<file path="src/rtl/obstacle_field.sv">
// obstacle_field: scrolling multi-column obstacle engine with LFSR gap spawning, collision and scoring.
// Outputs registered, one frame_clk latency; no backpressure. OBSTACLE_FLIP_EN adds per-column gravity flip.
module obstacle_field #(
   parameter int          NUM_COLS   = 4,
   parameter int          X_W        = 11,
   parameter int          SPAWN_X    = 640,
   parameter int          PLAYER_X   = 210,
   parameter int          SPEED      = 5,
   parameter int          SPACING    = 160,
   parameter int          HALF_W     = 4,
   parameter int          GAP_HALF_V = 90,
   parameter int          GAP_MIN    = 120,
   parameter int          GAP_MAX    = 360,
   parameter logic [15:0] LFSR_SEED  = 16'hACE1
) (
   input  logic                    frame_clk,
   input  logic                    Reset,
   input  logic                    start,
   input  logic [9:0]              player_y,
   input  logic [9:0]              player_size,
   output logic [NUM_COLS*X_W-1:0] col_x,
   output logic [NUM_COLS*10-1:0]  col_gap_y,
   output logic [NUM_COLS-1:0]     col_active,
   output logic [NUM_COLS-1:0]     col_flip,
   output logic                    collide,
   output logic                    pass_pulse,
   output logic [15:0]             score,
   output logic                    gravity_flip,
   output logic [1:0]              game_state
);
   localparam int XW1     = X_W + 1;
   localparam int IDX_W   = (NUM_COLS > 1) ? $clog2(NUM_COLS) : 1;
   localparam int GAP_RNG = GAP_MAX - GAP_MIN + 1;
   localparam logic [XW1-1:0] PX    = XW1'(PLAYER_X);
   localparam logic [XW1-1:0] SPD   = XW1'(SPEED);
   localparam logic [XW1-1:0] SPC   = XW1'(SPACING);
   localparam logic [XW1-1:0] HW    = XW1'(HALF_W);
   localparam logic [XW1-1:0] GHV   = XW1'(GAP_HALF_V);
   localparam logic [X_W-1:0] SPAWN = X_W'(SPAWN_X);

   typedef enum logic [1:0] {S_IDLE = 2'b00, S_RUN = 2'b01, S_HIT = 2'b10} state_t;

   state_t              state_q;
   logic [X_W-1:0]      x_q   [NUM_COLS];
   logic [9:0]          gap_q [NUM_COLS];
   logic [NUM_COLS-1:0] act_q;
   logic [XW1-1:0]      cnt_q;
   logic [15:0]         lfsr_q;
   logic [15:0]         score_q;
   logic                collide_q;
   logic                pass_q;

   logic [NUM_COLS-1:0] hit_vec;
   logic [NUM_COLS-1:0] pass_vec;
   logic [NUM_COLS-1:0] retire_vec;
   logic [15:0]         lfsr_nxt;
   logic [15:0]         score_nxt;
   logic [9:0]          gap_new;
   logic                any_free;
   logic                spawn_due;
   logic                run_go;
   logic                spawn_fire;
   logic [IDX_W-1:0]    spawn_idx;
   logic [IDX_W-1:0]    spawn_slot;

   // All geometry is widened to X_W+1 bits and rearranged as sums so nothing underflows.
   always_comb begin
      logic [XW1-1:0] xe;
      logic [XW1-1:0] dx;
      logic [XW1-1:0] ps;
      logic [XW1-1:0] edge_sum;
      logic           in_gap;
      logic [16:0]    pass_n;
      logic [16:0]    score_sum;
      xe         = '0;
      dx         = '0;
      edge_sum   = '0;
      in_gap     = 1'b0;
      pass_n     = '0;
      ps         = XW1'(player_size);
      hit_vec    = '0;
      pass_vec   = '0;
      retire_vec = '0;
      any_free   = 1'b0;
      spawn_idx  = '0;
      for (int i = NUM_COLS - 1; i >= 0; i--) begin
         xe       = XW1'(x_q[i]);
         dx       = (xe >= PX) ? (xe - PX) : (PX - xe);
         in_gap   = (XW1'(player_y) + GHV >= XW1'(gap_q[i]) + ps) &&
                    (XW1'(player_y) + ps <= XW1'(gap_q[i]) + GHV);
         edge_sum = xe + HW + ps;
         hit_vec[i]    = act_q[i] && (dx <= HW + ps) && !in_gap;
         retire_vec[i] = act_q[i] && (xe <= SPD);
         pass_vec[i]   = act_q[i] && (edge_sum >= PX) && (edge_sum < PX + SPD);
         if (!act_q[i] || retire_vec[i]) begin
            any_free  = 1'b1;
            spawn_idx = IDX_W'(i);
         end
         pass_n = pass_n + 17'(pass_vec[i]);
      end
      score_sum  = {1'b0, score_q} + pass_n;
      score_nxt  = score_sum[16] ? 16'hFFFF : score_sum[15:0];
      spawn_due  = (cnt_q + SPD >= SPC);
      run_go     = (state_q == S_RUN) && !(|hit_vec);
      spawn_fire = ((state_q == S_IDLE) && start) || (run_go && spawn_due && any_free);
      spawn_slot = (state_q == S_IDLE) ? '0 : spawn_idx;
      lfsr_nxt   = {lfsr_q[14:0], lfsr_q[15] ^ lfsr_q[13] ^ lfsr_q[12] ^ lfsr_q[10]};
      gap_new    = 10'(GAP_MIN + (int'(lfsr_q[8:0]) % GAP_RNG));
   end

   always_ff @(posedge frame_clk) begin
      if (Reset) begin
         state_q   <= S_IDLE;
         act_q     <= '0;
         cnt_q     <= '0;
         lfsr_q    <= LFSR_SEED;
         score_q   <= '0;
         collide_q <= 1'b0;
         pass_q    <= 1'b0;
         for (int i = 0; i < NUM_COLS; i++) begin
            x_q[i]   <= SPAWN;
            gap_q[i] <= '0;
         end
      end else begin
         lfsr_q <= lfsr_nxt;
         pass_q <= 1'b0;
         case (state_q)
            S_IDLE: begin
               if (start) state_q <= S_RUN;
            end
            S_RUN: begin
               if (|hit_vec) begin
                  state_q   <= S_HIT;
                  collide_q <= 1'b1;
               end else begin
                  for (int i = 0; i < NUM_COLS; i++) begin
                     if (retire_vec[i]) begin
                        act_q[i] <= 1'b0;
                        x_q[i]   <= SPAWN;
                     end else if (act_q[i]) begin
                        x_q[i] <= x_q[i] - X_W'(SPEED);
                     end
                  end
                  // A due spawn with no free slot leaves the counter parked until one frees.
                  if (!spawn_due) cnt_q <= cnt_q + SPD;
                  if (|pass_vec) begin
                     pass_q  <= 1'b1;
                     score_q <= score_nxt;
                  end
               end
            end
            S_HIT: begin
               if (start) begin
                  state_q   <= S_IDLE;
                  collide_q <= 1'b0;
                  score_q   <= '0;
                  act_q     <= '0;
                  for (int i = 0; i < NUM_COLS; i++) x_q[i] <= SPAWN;
               end
            end
            default: state_q <= S_IDLE;
         endcase
         // Placed last so a spawn overrides a retire of the same slot on the same edge.
         if (spawn_fire) begin
            act_q[spawn_slot] <= 1'b1;
            x_q[spawn_slot]   <= SPAWN;
            gap_q[spawn_slot] <= gap_new;
            cnt_q             <= '0;
         end
      end
   end

`ifdef OBSTACLE_FLIP_EN
   logic [NUM_COLS-1:0] flip_q;
   logic                gflip_q;

   always_ff @(posedge frame_clk) begin
      if (Reset) begin
         flip_q  <= '0;
         gflip_q <= 1'b0;
      end else begin
         if (spawn_fire) flip_q[spawn_slot] <= lfsr_q[15];
         if (run_go)
            gflip_q <= gflip_q ^ (^(pass_vec & flip_q));
         else if ((state_q == S_HIT) && start)
            gflip_q <= 1'b0;
      end
   end

   assign col_flip     = flip_q;
   assign gravity_flip = gflip_q;
`else
   assign col_flip     = '0;
   assign gravity_flip = 1'b0;
`endif

   always_comb begin
      col_x     = '0;
      col_gap_y = '0;
      for (int i = 0; i < NUM_COLS; i++) begin
         col_x[i*X_W +: X_W]  = x_q[i];
         col_gap_y[i*10 +: 10] = gap_q[i];
      end
   end

   assign col_active = act_q;
   assign collide    = collide_q;
   assign pass_pulse = pass_q;
   assign score      = score_q;
   assign game_state = state_q;

endmodule

</file>
<file path="config.mk">
export PLATFORM = sky130hd
export DESIGN_NAME = obstacle_field
export DESIGN_NICKNAME = d
export VERILOG_FILES = /design/src/rtl/obstacle_field.sv
export SDC_FILE = /design/constraint.sdc
export NUM_CORES = 1
export LEC_CHECK = 0
export ABC_AREA = 1
export BUFFER_PORTS_ARGS = -buffer_cell sky130_fd_sc_hd__buf_2
export CORE_ASPECT_RATIO = 1.1
export CORE_MARGIN = 2
export CORE_UTILIZATION = 30
export CTS_CLUSTER_SIZE = 25
export DETAILED_ROUTE_END_ITERATION = 6
export PLACE_DENSITY = 0.44
export RECOVER_POWER = 100
export REMOVE_ABC_BUFFERS = 1
export SETUP_SLACK_MARGIN = 0.4
export SLEW_MARGIN = 20
export SYNTH_ARGS = -nofsm -noshare
export SYNTH_HDL_FRONTEND = slang
export SYNTH_SLANG_ARGS = --single-unit
</file>
<file path="constraint.sdc">
create_clock -name frame_clk -period 15.5 [get_ports frame_clk]
set_input_delay 3.1 -clock frame_clk [delete_from_list [all_inputs] [get_ports frame_clk]]
set_output_delay 3.1 -clock frame_clk [all_outputs]
set_load 0.05 [all_outputs]
</file>
==> impl_metrics.json <==
{
  "diodes": 0,
  "cts.clk_slew.worst_paths_ns": 0.06,
  "antenna_found_initial": 1,
  "hold_path_startpoint": "lfsr_q[11]",
  "maxCapViolations": 1,
  "rr_worst_depth": 25,
  "vias": 16200,
  "worstSetupPathType": "in2reg",
  "setup_viol": 0,
  "avgSynthCellArea_um2": 7.02,
  "area_delta_synth_final_pct": 9.98,
  "hold_violations": 0,
  "status": "complete, but fails checks",
  "firstDrtPassIters": 7,
  "fin_crit_sh_pct": 67.9,
  "max_slew_margin_pct": -82.3,
  "core_um2": 56200,
  "leakagePower_uw": 0.00945,
  "synth_adder_area_share_pct": 24.7,
  "synthSimpleGateAreaFrac_pct": 27.4,
  "synth_compound_area_share_pct": 11.9,
  "nFillCells": 6140,
  "endpoint_kind": "flop",
  "multi_input_area_um2": 12300,
  "r2r_slack_ns": 8.92,
  "htreeDepth": 4,
  "numCtsBuffers": 17,
  "synth_mux_area_share_pct": 0,
  "final_antenna_net_count": 0,
  "hold_path.class": "reg2reg",
  "wl_per_cell_um": 17.8,
  "grt_start_max_net_pins": 50,
  "crit_fanout": 19,
  "tightest_slew_ns": 2.73,
  "crit_arrival_ns": 10.61,
  "synth_ff_type": "dfxtp_1",
  "reg2reg_to": "gap_q[1][8]",
  "drive_gt1_share_pct": 4.97,
  "cp_slowest_cell": "clkbuf_1",
  "die-height_um": 254,
  "async_reset_ff_share_pct": 0,
  "drv_slew": 50,
  "dieArea_um2": 58900,
  "drt_iter0_markers": 894,
  "ir_worst_vdd_mv": 0.0904,
  "seq_area_frac_synth_pct": 18.3,
  "overflow": 0,
  "totalPowerFinal_uw": 2080,
  "skew_ns": 0.0183,
  "synth_top_family_by_area": "simple AND/OR/NAND/NOR gates",
  "min_path_cells": 2,
  "fmax_ghz": 0.0950,
  "syn_inst": 2437,
  "fin_util_pct": 33.4,
  "layout_commonest_cell": "nand2_1",
  "reg2reg_from": "gap_q[0][0]",
  "port_buffers": 130,
  "rows": 91,
  "period_minus_slack_ns": 10.52,
  "slowest_delay_ns": 1.04,
  "synth_seq_cells": 136,
  "cts_tree": "done",
  "drc_errors": 0,
  "failed_checks": "capacitance limit, slew limit",
  "layout_common_cells": "nand2_1, inv_1, ha_1",
  "ios": 136,
  "setup-tns-final_ns": 0,
  "synth_edf_count": 40,
  "root_buffer": "clkbuf_16",
  "whs_ns": 0.401,
  "grt_pass1_vias": 15800,
  "ys_types": 58,
  "postCtsSetupBuffers": 0,
  "ctsHoldBuffers": 0,
  "synth_xor_xnor_area_share_pct": 8.61,
  "crit_path_start_kind": "primary input",
  "cellPowerDensity_nw_per_um2": 111,
  "seq_area_um2": 3120,
  "start_util_pct": 30.4,
  "cts_resized": 0,
  "rsz0062_at_grt": "false",
  "clock_sinks": 136,
  "ys.warnings.count": 0,
  "fin_ws_ns": 4.98,
  "viasPerCell": 4.91,
  "grt_pass1_wl_um": 90600,
  "clockBufferDepth": 2,
  "drt-total-wl_um": 58800,
  "place_ws_ns": 6.63,
  "routabilityCongestion": 0.918,
  "holdPathEnd": "lfsr_q[12]",
  "critPathMostFrequentCell": "nand2_1",
  "die_w_um": 232,
  "required_ns": 15.59,
  "clkLatencyLatePin_ns": 0.46,
  "grt_use_total_pct": 20.0,
  "syn_area_um2": 17100,
  "nNetsFinal": 2897,
  "dpl.hpwl_um": 46200
}
-- per-layer routing --
| metal | track usage (%) | routed length, um |
|---|---|---|
| met4 | 5.86 | 1230 |
| met3 | 2.15 | 1910 |
| met2 | 34.7 | 27800 |
| met5 | 0 | 8 |
| met1 | 26.1 | 27900 |
-- report_power, final --
group	switching [uW]	leakage [uW]	total [uW]	internal [uW]
combinational	777	0.00796	1140	360
clock	176	0.000287	431	254
sequential	94.2	0.00120	514	420
total	1050	0.00945	2080	1030
-- cell usage after synthesis, types with 11 or more instances --
library cell | n | share of area (%)
nor2_2 | 15 | 0.55
a21oi_1 | 180 | 5.3
nor3_1 | 25 | 0.73
o21ai_0 | 127 | 3.7
or2_2 | 16 | 0.59
dfxtp_1 | 96 | 11
inv_2 | 20 | 0.44
edfxtp_1 | 40 | 7.0
ha_1 | 318 | 23
nand3_2 | 11 | 0.64
a21o_1 | 18 | 0.79
o21bai_1 | 12 | 0.53
clkbuf_1 | 14 | 0.31
nand3b_1 | 11 | 0.48
xor2_1 | 120 | 6.1
nor2_1 | 259 | 5.7
buf_2 | 19 | 0.56
nand3_1 | 147 | 4.3
xnor2_1 | 48 | 2.5
inv_1 | 317 | 7.0
fa_1 | 12 | 1.4
nand4_1 | 50 | 1.8
nand2_1 | 451 | 9.9
-- worst max-delay path: cells and delay by family --
kind                     cells  cell delay, ns
AO/OA/AOI/OAI                6            1.13
adder cells (fa/ha/maj)      2            0.88
buffers and inverters        4            1.88
AND/OR/NAND/NOR             14            3.60
-- cells by family after synthesis --
| group | Yosys count |
|---|---|
| other cells | 1 |
| compound gates | 374 |
| flops | 136 |
| fa+ha+maj | 330 |
| buf+inv | 390 |
| xor+xnor | 168 |
| simple gates | 1038 |
-- worst max-delay path by stage --
stage	startpoint	endpoint	slack (ns)	depth (start not counted)
floorplan	player_size[1]	score[15]	8.33	27
global placement	player_size[1]	gap_q[2][8]	6.74	26
detailed placement	player_size[1]	gap_q[2][9]	6.63	26
CTS	player_size[1]	gap_q[2][7]	7.09	26
global route	player_size[1]	gap_q[1][8]	4.32	26
finish	player_size[1]	gap_q[1][8]	4.98	26
-- metrics by stage --
| stage | std cells | cell area, um2 |
|---|---|---|
| floorplan | 2391 | 16800 |
| global placement | 3269 | 18500 |
| detailed placement | 3269 | 18500 |
| CTS | 3300 | 19100 |
| global route | 3300 | 18800 |
| finish | 3300 | 18800 |
-- registers in the layout, summed over array words and instances (netlist names) --
name / count
game_state: 2
col_active: 4
collide: 1
cnt_q: 12
lfsr_q: 16
x_q: 44
gap_q: 40
pass_pulse: 1
score: 16
-- area by class of cell --
type | instances | share of cell area (%)
tap | 744 | 4.95
multi-input combinational | 1915 | 65.6
clock buffer | 21 | 2.56
timing repair buffer | 134 | 2.85
inverter | 340 | 6.83
sequential | 136 | 16.6
clock inverter | 10 | 0.619
(Power assumes the default switching activity.)
